`src/rtl/thread_lsu.sv`:
```
// thread_lsu: per-thread load/store unit that turns LDR/STR into memory valid/ready transactions
module thread_lsu #(
    parameter int ADDR_BITS = 8,
    parameter int DATA_BITS = 8
) (
    input  logic                 clk,
    input  logic                 reset,
    input  logic                 enable,
    input  logic [2:0]           core_state,
    input  logic                 decoded_mem_read_enable,
    input  logic                 decoded_mem_write_enable,
    input  logic [7:0]           rs,
    input  logic [DATA_BITS-1:0] rt,
    output logic                 mem_read_valid,
    output logic [ADDR_BITS-1:0] mem_read_address,
    input  logic                 mem_read_ready,
    input  logic [DATA_BITS-1:0] mem_read_data,
    output logic                 mem_write_valid,
    output logic [ADDR_BITS-1:0] mem_write_address,
    output logic [DATA_BITS-1:0] mem_write_data,
    input  logic                 mem_write_ready,
    output logic [1:0]           lsu_state,
    output logic [DATA_BITS-1:0] lsu_out
);
    typedef enum logic [1:0] {IDLE = 2'b00, REQUESTING = 2'b01, WAITING = 2'b10, DONE = 2'b11} state_t;
    localparam logic [2:0] REQUEST = 3'b011;
    localparam logic [2:0] UPDATE  = 3'b110;
    state_t state;
    assign lsu_state = state;
    always_ff @(posedge clk or posedge reset) begin
        if (reset) begin
            state             <= IDLE;
            mem_read_valid    <= 1'b0;
            mem_read_address  <= '0;
            mem_write_valid   <= 1'b0;
            mem_write_address <= '0;
            mem_write_data    <= '0;
            lsu_out           <= '0;
        end else if (enable) begin
            case (state)
                IDLE: if (core_state == REQUEST && (decoded_mem_read_enable || decoded_mem_write_enable)) begin
                    state <= REQUESTING;
                    // a read wins when both enables are set; the write is dropped
                    if (decoded_mem_read_enable) begin
                        mem_read_valid   <= 1'b1;
                        mem_read_address <= rs[ADDR_BITS-1:0];
                    end else begin
                        mem_write_valid   <= 1'b1;
                        mem_write_address <= rs[ADDR_BITS-1:0];
                        mem_write_data    <= rt;
                    end
                end
                REQUESTING, WAITING: begin
                    if (mem_read_valid && mem_read_ready) begin
                        lsu_out        <= mem_read_data;
                        mem_read_valid <= 1'b0;
                        state          <= DONE;
                    end else if (mem_write_valid && mem_write_ready) begin
                        mem_write_valid <= 1'b0;
                        state           <= DONE;
                    end else begin
                        state <= WAITING;
                    end
                end
                DONE: if (core_state == UPDATE) state <= IDLE;
            endcase
        end
    end
endmodule

```
`config.mk`:
```
export PLATFORM = sky130hd
export DESIGN_NAME = thread_lsu
export DESIGN_NICKNAME = d
export VERILOG_FILES = /design/src/rtl/thread_lsu.sv
export SDC_FILE = /design/constraint.sdc
export NUM_CORES = 1
export LEC_CHECK = 0
export ABC_AREA = 1
export CORE_UTILIZATION = 42
export DETAILED_ROUTE_END_ITERATION = 8
export PLACE_DENSITY = 0.79
export SYNTH_ARGS = -nofsm -noshare
export SYNTH_HDL_FRONTEND = slang
export SYNTH_SLANG_ARGS = --single-unit
export TNS_END_PERCENT = 20
```
`constraint.sdc`:
```
create_clock -name clk -period 1.9 [get_ports clk]
set_input_delay 0.38 -clock clk [delete_from_list [all_inputs] [get_ports clk]]
set_output_delay 0.38 -clock clk [all_outputs]
set_load 0.02 [all_outputs]
```
## Word-level counts from Yosys, hierarchy flattened

Cells that the tools add are included.

- Mux-type cells: 14
- Bitwise operators: 1
- Reduce and logical (&&, ||, !) cells: 13
- Equal/unequal tests: 12

Operators with widths:

| operator | count |
|---|---|
| 2-bit inequality test (second input constant) | 7 |
| 1-bit two-way mux | 9 |
| 4-bit AND reduction | 2 |
| 2-bit case mux with 3 select lines | 1 |
| 3-bit AND reduction | 2 |
| 6-bit AND reduction | 1 |
| 5-bit AND reduction | 1 |
| 2-bit equality test (second input constant) | 2 |
| 2-bit two-way mux | 2 |
| 1-bit case mux with 2 select lines | 2 |
| 3-bit by 2-bit equality test with 1-bit output (second input constant) | 1 |
| 3-bit equality test (second input constant) | 1 |
| 1-bit logical AND | 3 |
| 2-bit by 1-bit equality test with 1-bit output (second input constant) | 1 |
| 2-bit zero test | 1 |
| 2-bit nonzero test | 1 |
| 2-bit OR reduction | 1 |
| 1-bit logical OR | 1 |
| 1-bit NOT | 1 |

- Output and inout bits: 36
- Logic and storage cells: 47
- Register bits after elaboration: 36

## Longest topological paths before layout

Gate-level depths: netlist of run 1.

- Word-level depth: 4
- Depth in mapped cells: 10
- Mapped depth without buffers: 9

## Worst setup path after synthesis of run 1

No wires, ideal clock.

- Kind: reg2reg
- Start point: register state[0] (netlist: lsu_state[0])
- End point: register lsu_out[0]
- Arrival time: 1.412 ns
- Library setup time: 0.126 ns
- Required time: 1.774 ns
- Path slack: 0.362 ns
- Buffers on the path: 2
- Cell stages (with the launch flop): 8
- Cell sequence: dfrtp_1 inv_1 ha_1 clkbuf_2 nand4_2 buf_2 nand2_1 o21ai_0

- Word-level cells in the longest chain between the ends: 3

Ends and longest elaborated chain:

| element | RTL line | text |
|---|---|---|
| start: declaration | 28 | `state_t state;` |
| start signal: assignment | 32 | `state <= IDLE;` |
| start signal: assignment | 42 | `state <= REQUESTING;` |
| start signal: assignment | 57 | `state <= DONE;` |
| 2-bit by 1-bit equality test with 1-bit output / 2-bit equality test (equally long branches) | 40 | `case (state)` |
| 2-bit OR reduction (*) | 40 |  |
| 3-bit AND reduction (no source line) (*) | -- |  |
| end signal: assignment | 55 | `lsu_out <= mem_read_data;` |
| end: declaration | 23 | `output logic [DATA_BITS-1:0] lsu_out` |

Mark *: on every way between the ends. The rest lies on a longest branch, timed or not.
A chain may end at the register's enable or synchronous reset.

## Worst setup path in the final report of run 1

- Start point: register mem_read_valid
- End point: output port mem_read_valid

RTL lines:

| element | RTL line | text |
|---|---|---|
| start: declaration | 14 | `output logic mem_read_valid,` |
| start signal: assignment | 33 | `mem_read_valid <= 1'b0;` |
| start signal: assignment | 45 | `mem_read_valid <= 1'b1;` |
| start signal: assignment | 56 | `mem_read_valid <= 1'b0;` |

No word-level cell between the ends.

==> results of run 1 <==
==> area by class of cell <==
| class | count | area share |
|---|---|---|
| repair buffers | 71 | 0.287 |
| multi-input cells | 109 | 0.240 |
| clock buffers | 6 | 0.0330 |
| well taps | 48 | 0.0240 |
| inverters | 34 | 0.0509 |
| flip-flops and latches | 36 | 0.360 |
| clock inverters | 2 | 0.00549 |
==> worst paths after layout <==
path / slack [ns] / cells after the start / from / to
max in group asynchronous: 1.11 / 3 / reset / mem_write_data[4]
worst min-delay path: 0.47 / 3 / reset / mem_write_data[7]
worst max register to register: 0.29 / 4 / lsu_state[1] / lsu_out[2]
min in group clk: 0.48 / 2 / mem_write_data[0] / mem_write_data[0]
worst min register to register: 0.48 / 2 / mem_write_data[0] / mem_write_data[0]
worst max-delay path: 0.15 / 1 / mem_read_valid / mem_read_valid
==> placed cells by master (no fill, tap or decap), drive strengths merged, types with 2 or more instances in the layout <==
| cell type | n |
|---|---|
| buf | 2 |
| clkbuf | 6 |
| clkdlybuf4s50 | 69 |
| dfrtp | 36 |
| ha | 2 |
| inv | 35 |
| nand2 | 60 |
| nand3 | 6 |
| nand4 | 3 |
| nor2 | 4 |
| o21ai | 32 |
==> per-stage QoR <==
step	std cells	hold WS, ns	setup WS (ns)
global route	306	0.500	0.0996
finish	306	0.473	0.149
floorplan	185	0.510	0.362
detailed placement	298	0.470	0.131
global placement	298	0.463	0.162
CTS	306	0.484	0.133
==> flip-flops by register name (all words and copies together) (netlist names) <==
register,flops
mem_read_valid,1
lsu_state,2
mem_write_address,8
lsu_out,8
mem_write_data,8
mem_read_address,8
mem_write_valid,1
==> cell families after synthesis <==
family                     Yosys count  share of synthesized area
buffers and inverters               40                      0.105
AOI/OAI and AO/OA                   32                      0.136
DFF                                 36                      0.537
adders and majority gates            2                     0.0149
and+or+nand+nor                     75                      0.208
==> power groups by stage <==
stage          Combinational, mW  Clock, mW  Sequential, mW
2_1_floorplan              0.665          0            1.72
3_3_place_gp                1.91          0            1.31
3_5_place_dp                1.95          0            1.31
4_1_cts                     1.95      0.603            1.30
5_1_grt                     2.11      0.639            1.34
6_report                    1.93      0.582            1.30
==> layer usage <==
layer / wire (microns) / vias to the layer above / global-route usage
met5: 0 / - / 0
met4: 72 / 0 / 0.0951
met3: 209 / 5 / 0.0729
met2: 1520 / 41 / 0.286
met1: 1470 / 605 / 0.210
li1: - / 707 / -
==> results.toml, run 1 <==
[timing]
finClkSkew_ns = 0.00483
post-route-min-period_ns = 1.75
worstMarginPinSlew_ns = 0.444
max_clock_freq_mhz = 571
part_of_the_cycle_the_worst_path_needs = 0.922
timing.final.max_slew_violations = 0
setup-tns-final_ns = 0
final-setup-viol-count = 0
finalHoldViolations = 0
maxSlewHeadroom = 0.704
rsz0062_at_grt = "no"

[yosys]
synth_sequential_area_ratio = 0.537
synth_seq_cells = 36
postSynthNetCount = 221
synth_area_per_cell_sq_um = 9.08
synth.largest_area_cell = "sky130_fd_sc_hd__dfrtp_1"
synth_cell_types = 19
ys_warn_count = 0
synthArstFlopShare = 1.00
post_synth_most_frequent_cells = "sky130_fd_sc_hd__nand2_1, sky130_fd_sc_hd__dfrtp_1, sky130_fd_sc_hd__inv_1"
syn_inst = 185
post-synth-top-count-cell = "sky130_fd_sc_hd__nand2_1"
synth_edf_count = 0
postSynth.topFlopCell = "sky130_fd_sc_hd__dfrtp_1"
synth.area.top_cells = "sky130_fd_sc_hd__dfrtp_1, sky130_fd_sc_hd__nand2_1, sky130_fd_sc_hd__o21ai_2"
netlist.area_leader.share = 0.537
syn_area_sq_um = 1680

[layout]
seqCellArea_sq_um = 901
final_area_sq_um = 2500
final_core_util = 0.669
area_growth_syn_to_layout_pct = 49.2
final_nets = 293
insertedDiodeCount = 0
layout-drive-gt1-share = 0.136
multi_input_comb_area_sq_um = 602
layout.filler_cells = 330

[floorplan]
placementRows = 22
die-width_microns = 65.2
initial_core_util = 0.449
die_h_microns = 65.2
die_area_sq_um = 4250
fp.coreArea_sq_um = 3740
num_io_pins = 70

[power]
ir_worst_vdd_v = 0.000850
total_switching_power_mw = 1.49
power.density_nw_per_um2 = 1520
power_switching_share = 0.392
leakagePower_nw = 1.25
pwr-share-seq = 0.341
power.total_mw = 3.81
share_of_power_burned_in_the_clock_network = 0.153
power.share.combinational = 0.506
p_int_mw = 2.32

[drt]
postRouteWirelength_mm = 3.27
drtIter0Drc = 89
detail_route.drc_violations = 0
drt_first_pass_iters = 4
routed_via_density = 4.44
wl_per_cell_microns = 10.7
routed-via-count = 1358
ant_nets = 0

[global_routing]
first_global_vias = 1287
first_pass_grt_wire_length_mm = 5.69
grt_util_all_layers = 0.181
antenna_found_initial = 0
grt_max_degree = 37
globalRouteOverflowTotal = 0

[setup_path]
worst-endpoint-arrival_ns = 1.37
critical_path_peak_fanout = 5
critical_path_max_stage_delay_ns = 0.64
worst_path_max_delay_cell = "sky130_fd_sc_hd__clkdlybuf4s50_1"
required_ns = 1.52
number_of_buffers_and_inverters_on_the_critical_path = 1
timing.critical_path.to_type = "primary output"
worstPathCellList = "clkdlybuf4s50_1"
cp_delay_by_family_top = "buffers and inverters"
worst-setup-path-type = "register to primary output"
startpoint_type = "register"

[place]
gp_congestion = 0.761
place.detailed.hpwl_mm = 2.40
place_area_sq_um = 2410
placement.io_buffers = 69

[run]
drv_cap = 0

[clock_tree]
cts_tree = "built"
root_buffer = "sky130_fd_sc_hd__clkbuf_8"
cts_h_tree_lvls = 2
cts_hold_repair.buffers = 0
clock_path_buffers = 2
clock-sinks = 36
count_of_buffers_added_by_post_cts_timing_repair_for_setup = 0
cts-resized-gates = 0
cts_inserted_buffers = 5
clkLatencyLatePin_ns = 0.29
cts.reportedPaths.clkPinSlew_ns = 0.07

[min_path]
holdCritPathClass = "input port to async pin"

[outcome]
status = "completed"
Power figures use the tool's default switching activity.
==> run 2: changes to the inputs <==
CORE_ASPECT_RATIO = 0.6   (was default)
CORE_UTILIZATION = 45   (was 42)
DONT_BUFFER_PORTS = 1   (was default)
PLACE_DENSITY = 0.6   (was 0.79)
==> run 2 against run 1 <==
Compared with the run above: power fell by 16%; highest routed layer unchanged; critical path type is now register to register; die area fell by 6.3%; critical path depth rose by 8; worst hold slack got worse by 0.37 ns; clock skew rose by 0.0012 ns.
==> results.toml, run 2 (synthesized netlist as in run 1, its figures left out) <==
[drt]
routed-via-count = 1161
postRouteWirelength_mm = 3.12
routed_via_density = 4.96
ant_nets = 0
drt_first_pass_iters = 4
wl_per_cell_microns = 13.3
drtIter0Drc = 45
detail_route.drc_violations = 0

[timing]
part_of_the_cycle_the_worst_path_needs = 0.929
timing.final.max_slew_violations = 0
finalHoldViolations = 0
post-route-min-period_ns = 1.77
max_clock_freq_mhz = 566
setup-tns-final_ns = 0
final-setup-viol-count = 0
hold_slack_ns = 0.0985
finClkSkew_ns = 0.00603
maxSlewHeadroom = 0.703
worstMarginPinSlew_ns = 0.445
rsz0062_at_grt = "no"

[power]
share_of_power_burned_in_the_clock_network = 0.200
pwr-share-seq = 0.555
power.share.combinational = 0.245
p_int_mw = 1.80
leakagePower_nw = 0.980
power.density_nw_per_um2 = 1770
power_switching_share = 0.440
total_switching_power_mw = 1.42
ir_worst_vdd_v = 0.000685

[clock_tree]
cts.reportedPaths.clkPinSlew_ns = 0.07
cts_tree = "built"
cts_h_tree_lvls = 2
clock-sinks = 36
cts_hold_repair.buffers = 0
cts_inserted_buffers = 5
clkLatencyLatePin_ns = 0.28
root_buffer = "sky130_fd_sc_hd__clkbuf_8"
clock_path_buffers = 2

[layout]
final_nets = 224
layoutNonFillerInstCount = 234
final_area_sq_um = 1820
seqCellArea_sq_um = 902
insertedDiodeCount = 0
layout.cells.most_common = "sky130_fd_sc_hd__nand2_1"
multi_input_comb_area_sq_um = 611
layout.filler_cells = 331
layout.cells.most_common_list = "sky130_fd_sc_hd__nand2_1, sky130_fd_sc_hd__dfrtp_1, sky130_fd_sc_hd__inv_1"
layout-drive-gt1-share = 0.185
area_growth_syn_to_layout_pct = 8.35

[place]
gp_congestion = 0.782
placement.io_buffers = 0
place_area_sq_um = 1700
placed_cells = 226
place.detailed.hpwl_mm = 2.35

[setup_path]
cpMostUsedCell = "sky130_fd_sc_hd__nand2_1"
critical_path_max_stage_delay_ns = 0.50
worst_path_max_delay_cell = "sky130_fd_sc_hd__dfrtp_1"
worst-setup-path-type = "register to register"
worst-endpoint-arrival_ns = 1.94
critical_path_peak_fanout = 8
worstPathCellList = "inv_1, ha_1, inv_1, nand2_1, nand2_1, nor2_1, nand2_1, nand2_1, nand2_1"
timing.critical_path.to_type = "register"
startpoint_type = "register"
required_ns = 2.08

[global_routing]
grt_util_all_layers = 0.178
globalRouteOverflowTotal = 0
first_pass_grt_wire_length_mm = 5.27
first_global_vias = 1181
antenna_found_initial = 0
grt_max_degree = 37

[min_path]
holdCritPathClass = "input port to async pin"

[floorplan]
placementRows = 16
die-width_microns = 80.9
die_h_microns = 49.3
num_io_pins = 70
fp.coreArea_sq_um = 3400
initial_core_util = 0.493
die_area_sq_um = 3990

[run]
drv_cap = 0

[outcome]
status = "completed"
==> run 2: final cells by class <==
cell class                 instances  share of cell area
clock inverter                     2              0.0193
multi-input combinational        109               0.336
tap                               45              0.0309
inverter                          34              0.0702
clock buffer                       6              0.0399
sequential                        36               0.496
timing repair buffer               2             0.00825
==> run 2: worst max-delay path: cells and delay by family, from the launching register on <==
kind	cells	cell delay, ns
buffers and inverters	2	0.21
adder cells (fa/ha/maj)	1	0.46
AND/OR/NAND/NOR	6	0.50
flip-flops	1	0.50
==> run 2: what timing repair did <==
action / 4_1_cts / 5_1_grt
resized for setup: 0 / 2
endpoints found under the setup margin: 0 / 9
setup buffers: 0 / 0
==> run 2: final timing paths <==
path | depth (start not counted) | end | from | slack (ns)
min in group clk | 2 | lsu_out[7] | mem_read_data[7] | 0.23
setup reg to reg | 9 | mem_write_valid | lsu_state[0] | 0.13
setup / recovery | 9 | mem_write_valid | lsu_state[0] | 0.13
max in group asynchronous | 2 | lsu_state[1] | reset | 1.47
hold / removal | 2 | lsu_out[1] | reset | 0.1
hold reg to reg | 2 | lsu_state[1] | lsu_state[1] | 0.63
==> run 2: per-layer routing <==
| metal | part of all wire | track usage | wire length (microns) | vias to the layer above |
|---|---|---|---|---|
| met5 | 0 | 0 | 0 | - |
| met4 | 0.0087 | 0.0655 | 27 | 0 |
| met3 | 0.088 | 0.0822 | 275 | 4 |
| met2 | 0.46 | 0.289 | 1420 | 50 |
| met1 | 0.45 | 0.204 | 1390 | 527 |
| li1 | - | - | - | 580 |
==> run 2: through the flow <==
step                      power [mW]  worst slack, ns   util
final                           3.22            0.134  0.535
after global routing            3.47           0.0141  0.535
after CTS                       3.24           0.0637  0.532
after detailed placement        2.58           0.0896  0.500
after global placement          2.52            0.220  0.500
after floorplan                 2.38            0.362      -
==> run 2: power by group through the flow <==
stage,sequential [mW],clock (mW),combinational (mW)
after detailed placement,1.79,0,0.785
after global placement,1.79,0,0.732
after global routing,1.83,0.710,0.927
after CTS,1.79,0.673,0.780
final,1.79,0.645,0.787
after floorplan,1.72,0,0.665
